$ cat src/rtl/alu_cmd_sequencer.sv
// Command sequencer wrapped around one 4-bit combinational ALU: it issues each operation, captures the result, and presents it.
// Optional sticky overflow flag is built when ALU_SEQ_STICKY_OVF_EN is defined.
module alu_cmd_sequencer #(
   parameter int WIDTH = 4,
   parameter int CNT_W = 8
) (
   input  logic             clk,
   input  logic             rst_n,
   input  logic             cmd_valid,
   output logic             cmd_ready,
   input  logic [2:0]       cmd_op,
   input  logic [WIDTH-1:0] cmd_a,
   input  logic [WIDTH-1:0] cmd_b,
   input  logic             cmd_acc_sel,
   output logic [WIDTH-1:0] alu_a,
   output logic [WIDTH-1:0] alu_b,
   output logic [2:0]       alu_m,
   input  logic [WIDTH-1:0] alu_r,
   input  logic             alu_ovf,
   output logic             res_valid,
   input  logic             res_ready,
   output logic [WIDTH-1:0] res_data,
   output logic             res_ovf,
   output logic [WIDTH-1:0] acc,
   output logic [CNT_W-1:0] op_count
`ifdef ALU_SEQ_STICKY_OVF_EN
   ,
   output logic             ovf_sticky
`endif
);

   // state | meaning
   // IDLE  | waiting for a command, cmd_ready=1
   // ISSUE | ALU inputs stable, result captured at the end of this cycle
   // HOLD  | result presented, waiting for res_ready
   typedef enum logic [1:0] {IDLE, ISSUE, HOLD} state_t;

   state_t           state;
   logic [WIDTH-1:0] res_nxt;
   logic             ovf_nxt;

   // Compare leaves the top bit undriven, and overflow is only meaningful for add/sub.
   always_comb begin
      res_nxt = alu_r;
      if (alu_m == 3'd2) res_nxt[WIDTH-1] = 1'b0;
      ovf_nxt = ((alu_m == 3'd0) || (alu_m == 3'd1)) ? alu_ovf : 1'b0;
   end

   always_ff @(posedge clk or negedge rst_n) begin
      if (!rst_n) begin
         state     <= IDLE;
         cmd_ready <= 1'b1;
         res_valid <= 1'b0;
         alu_a     <= '0;
         alu_b     <= '0;
         alu_m     <= '0;
         res_data  <= '0;
         res_ovf   <= 1'b0;
         acc       <= '0;
         op_count  <= '0;
      end else begin
         case (state)
            IDLE: begin
               if (cmd_valid) begin
                  alu_m     <= cmd_op;
                  alu_a     <= cmd_acc_sel ? acc : cmd_a;
                  alu_b     <= cmd_b;
                  cmd_ready <= 1'b0;
                  state     <= ISSUE;
               end
            end
            ISSUE: begin
               res_data  <= res_nxt;
               res_ovf   <= ovf_nxt;
               if (alu_m != 3'd2) acc <= res_nxt;
               res_valid <= 1'b1;
               state     <= HOLD;
            end
            HOLD: begin
               if (res_ready) begin
                  op_count  <= op_count + CNT_W'(1);
                  res_valid <= 1'b0;
                  cmd_ready <= 1'b1;
                  state     <= IDLE;
               end
            end
            default: begin
               res_valid <= 1'b0;
               cmd_ready <= 1'b1;
               state     <= IDLE;
            end
         endcase
      end
   end

`ifdef ALU_SEQ_STICKY_OVF_EN
   // Accepting not-a on the accumulator clears the flag and takes priority over a set.
   always_ff @(posedge clk or negedge rst_n) begin
      if (!rst_n)
         ovf_sticky <= 1'b0;
      else if ((state == IDLE) && cmd_valid && (cmd_op == 3'd5) && cmd_acc_sel)
         ovf_sticky <= 1'b0;
      else if ((state == ISSUE) && ovf_nxt)
         ovf_sticky <= 1'b1;
   end
`endif

endmodule

$ cat config.mk
export PLATFORM = sky130hd
export DESIGN_NAME = alu_cmd_sequencer
export DESIGN_NICKNAME = d
export VERILOG_FILES = /design/src/rtl/alu_cmd_sequencer.sv
export SDC_FILE = /design/constraint.sdc
export NUM_CORES = 1
export LEC_CHECK = 0
export ABC_CLOCK_PERIOD_IN_PS = 1600
export CAP_MARGIN = 40
export CORE_MARGIN = 2
export CORE_UTILIZATION = 45
export CTS_BUF_LIST = sky130_fd_sc_hd__clkbuf_4 sky130_fd_sc_hd__clkbuf_8
export DETAILED_ROUTE_END_ITERATION = 8
export GPL_TIMING_DRIVEN = 0
export PLACE_DENSITY = 0.79
export SLEW_MARGIN = 10
export SYNTH_ARGS = -nofsm -noshare
export SYNTH_HDL_FRONTEND = slang
export SYNTH_SLANG_ARGS = --single-unit
export TNS_END_PERCENT = 50
$ cat constraint.sdc
create_clock -name clk -period 1.6 [get_ports clk]
set_input_delay 0.4 -clock clk [delete_from_list [all_inputs] [get_ports clk]]
set_output_delay 0.4 -clock clk [all_outputs]
set_load 0.05 [all_outputs]
After elaboration in Yosys (flattened, before gate mapping)

Cells that the tools add are included.
W data, S select, Z words.

$add $sub $neg: 1
$mul: 0
Div/mod/pow operators: 0
Order comparisons: 0
Eq/ne operators: 7
Shift-type cells: 0
Mux-type cells: 11
Bitwise gates (word level): 2
Reductions and logical operators: 9

Operators by type and width:

| operator              | count |
|---|---|
| $reduce_and A2 Y1     | 5 |
| $add A8 B1 Y8 const B | 1 |
| $pmux W1 S3           | 2 |
| $pmux W2 S3           | 1 |
| $mux W1               | 5 |
| $mux W2               | 2 |
| $mux W4               | 1 |
| $ne A2 B2 Y1 const B  | 2 |
| $eq A3 B1 Y1 const B  | 1 |
| $eq A3 B2 Y1 const B  | 1 |
| $logic_not A3 Y1      | 1 |
| $ne A3 B2 Y1 const B  | 1 |
| $reduce_and A3 Y1     | 1 |
| $eq A2 B1 Y1 const B  | 1 |
| $eq A2 B2 Y1 const B  | 1 |
| $logic_not A2 Y1      | 1 |
| $not A1 Y1            | 2 |
| $logic_or A1 B1 Y1    | 1 |

Register bits: 32
Bits in latches: 0
RAM bits: 0
ROM bits: 0
Input port bits: 21
Output and inout bits: 30
Logic and storage cells: 40
Memories kept: 0

Longest topological paths before layout

Depth in word-level cells: 3
Mapped depth: 5
Mapped depth without buffers: 4

Worst setup path before layout

OpenSTA, ideal clock, no wires.

Path kind: register to register
Start: register alu_m[2]
End: register acc[0]
Library setup time: 0.125 ns
Data arrival time: 1.328 ns
Required time: 1.475 ns
Setup slack: 0.147 ns
Stages on the path, launching flop included: 4
Buffers on the path: 0
Period minus slack after synthesis: 1.453 ns
Path through: dfrtp_1 -> nor2_1 -> a21oi_4 -> mux2_2

Word-level cells in the longest chain between the ends: 2

Ends and longest elaborated chain:

| what                               | RTL line | source |
|---|---|---|
| start: declaration                 | 17       | `output logic [2:0] alu_m,` |
| start signal: assignment           | 65       | `alu_m <= cmd_op;` |
| $ne A3 B2 Y1                       | 75       | `if (alu_m != 3'd2) acc <= res_nxt;` |
| $reduce_and A2 Y1 (no source line) | --       |  |
| end signal: assignment             | 75       |  |
| end: declaration                   | 24       | `output logic [WIDTH-1:0] acc,` |

Every way passes these cells.
A chain may end at the register's enable or synchronous reset.

Final worst setup path

Start: register cmd_ready
End: output cmd_ready

RTL lines:

| what                     | RTL line | source |
|---|---|---|
| start: declaration       | 10       | `output logic cmd_ready,` |
| start signal: assignment | 52       | `cmd_ready <= 1'b1;` |
| start signal: assignment | 68       | `cmd_ready <= 1'b0;` |
| start signal: assignment | 83       | `cmd_ready <= 1'b1;` |

No word-level cell between the ends.

==> impl_metrics.yaml <==
clock_network:
  cts_sinks: 32
  holdBufCountCts: 0
  clockBufferDepth: 2
  path_clk_slew_ns: 0.10
  cts_root_buffer: "clkbuf_4"
  clock_latency_ns: 0.34
  numCtsBuffers: 5
  cts-htree-levels: 2
  cts_tree: "done"
placement:
  dp_slack_ns: -0.3172
  gp_congestion: 0.7278
  dpl_cell_area_um2: 1873
  port-buffer-count: 49
  dp_hpwl_um: 1982
worst_setup_path:
  worstPathRequired_ns: 1.20
  critical_path.top_delay_family: "flip-flops"
  critPathMaxStageDelay_ns: 0.56
  crit_arrival_ns: 1.13
  cp-end-kind: "output pin"
  slowest_stage: "dfstp_2"
  cp_max_fo: 3
  critical_path_class: "reg -> out"
  path_cells: "clkbuf_4"
  critPathBufInv: 1
  critPathLaunchType: "flip-flop"
synthesis:
  syn_inst: 98
  yosysMostFrequentCell: "dfrtp_1"
  ys_ff_latch: 32
  ys_types: 26
  avgSynthCellArea_um2: 13.76
  syn-cell-area_um2: 1349
  synth_ff_type: "dfrtp_1"
  synth_edf_count: 0
  ys_seq_area_share_pct: 59.46
  ys_warn_count: 0
  synthTopCellsByCount: "31 x dfrtp_1, 14 x mux2_2, 10 x nor2_1, 6 x a21oi_1, 5 x xor2_1"
  async_reset_ff_share_pct: 100.0
  syn_nets: 120
  yosys-top-cells-area: "dfrtp_1 58%, mux2_2 12%, xor2_1 3.2%, mux2i_1 3.0%, nor2_1 2.8%"
  synth_top_cell_area_share_pct: 57.51
  synth_top_cell_by_area: "dfrtp_1"
routing:
  routed_via_density: 5.156
  vias: 959
  drt_iter0_markers: 25
  drcViolationCount: 3
  wire_per_inst_um: 14.98
  first_pass_iters: 6
  final_antenna_net_count: 0
  routed_wl_um: 2786
sta:
  maxSlewHeadroom_pct: 53.90
  finalClockSkew_ns: 0.009218
  tightest_slew_ns: 0.6915
  hold_ws_ns: 0.09212
  finalSetupViolations: 0
  slew_viol_final: 0
  finalSetupTns_ns: 0
  fin_crit_sh_pct: 95.72
  fin_ws_ns: 0.06856
  hold_viol: 0
  rsz0062_at_grt: "yes"
  fmax_mhz: 653.0
  period_needed_ns: 1.531
floorplan:
  pin_count: 51
  start_util_pct: 48.08
  dieArea_um2: 3451
  num_rows: 19
  core_region_area_um2: 2805
  die_w_um: 58.75
  die_h_um: 58.75
power_and_ir_drop:
  leakage_nw: 0.8836
  total_power_mw: 4.452
  ir_worst_vdd_v: 0.001278
  power_density_nw_per_um2: 2335
grt:
  grt_pass1_vias: 926
  grt_max_degree: 33
  antenna_found_initial: 0
  grt_util_all_layers_pct: 18.03
  grt_pass1_wl_um: 4450
  grt_overflow_total: 0
layout:
  layout-drive-gt1-share_pct: 41.94
  antenna_cells: 0
  num-nets-final: 176
  fin_area_um2: 1907
  syn2layout_area_growth_pct: 41.37
  n_fill_cell: 224
min_path:
  hold_class: "in -> async"
job:
  max_cap_viol_count: 0
run_status:
  violations: "design-rule violations"
  status: "finished, violations left"
area by class of cell:
class                   instances  area, µm²  share of cell area, %
repair buffers                 49      452.9                  23.75
flip-flops and latches         32      802.0                  42.06
inverters                       1      3.754                 0.1969
multi-input cells              61      505.5                  26.51
plain buffers                   4      37.54                  1.969
well taps                      31      38.79                  2.034
clock buffers                   8      66.31                  3.478
layout by cell type (no fill, tap or decap), types with 2 or more instances in the layout:
master	instances
nor3_1	3
clkbuf_4	8
buf_2	7
mux2_2	14
clkbuf_2	5
clkdlybuf4s50_1	17
dfrtp_1	31
nand4_1	2
a22o_2	2
mux2i_1	4
xnor2_1	2
buf_6	3
nand2_1	2
clkdlybuf4s15_2	18
a21oi_1	6
nor2_1	10
xor2_1	5
repair_timing:
| item | 4_1_cts | 5_1_grt |
|---|---|---|
| setup endpoints to repair | 30 | 13 |
| gates resized for setup | 88 | 18 |
| buffers inserted | 0 | 0 |
state kept, by name, indices dropped and copies added (netlist names):
name	cells
acc	4
alu_a	4
alu_b	4
alu_m	3
cmd_ready	1
op_count	8
res_data	4
res_ovf	1
res_valid	1
state	2
where the power goes:
part	total (mW)	internal, mW	switching (mW)
logic	2.49	0.845	1.65
clock network	0.518	0.251	0.268
registers	1.44	1.17	0.271
logic make-up (layout without fill, tap and decap cells):
group / after synthesis / in the layout / share of synthesized area, %
compound gates: 11 / 11 / 6.030
buf+inv: 5 / 62 / 3.061
mux: 19 / 19 / 15.77
fa+ha+maj: 1 / 1 / 0.9275
xor+xnor: 7 / 7 / 4.546
flops: 32 / 32 / 59.46
simple gates: 23 / 23 / 10.20
through the flow:
stage	instances	utilization, %
floorplan	98	-
global placement	178	66.95
detailed placement	178	66.77
CTS	186	69.98
global route	186	67.98
finish	186	67.98
worst paths after layout:
path	start	to	slack [ns]	depth (start not counted)
min reg2reg	op_count[7]	op_count[7]	0.48	1
max	cmd_ready	cmd_ready	0.07	1
max in group asynchronous	rst_n	op_count[7]	1.06	1
min in group clk	cmd_valid	cmd_ready	0.44	3
min	rst_n	alu_b[0]	0.09	1
max reg2reg	state[0]	alu_b[3]	0.09	3
per-layer routing:
layer	track usage, %	share of wire, %	up-vias
met5	0	0	-
met2	28.57	51	28
li1	-	-	457
met4	9.740	2.5	0
met1	22.29	41	466
met3	5.055	5.9	8
No activity file was read; power rests on OpenSTA's default activity.
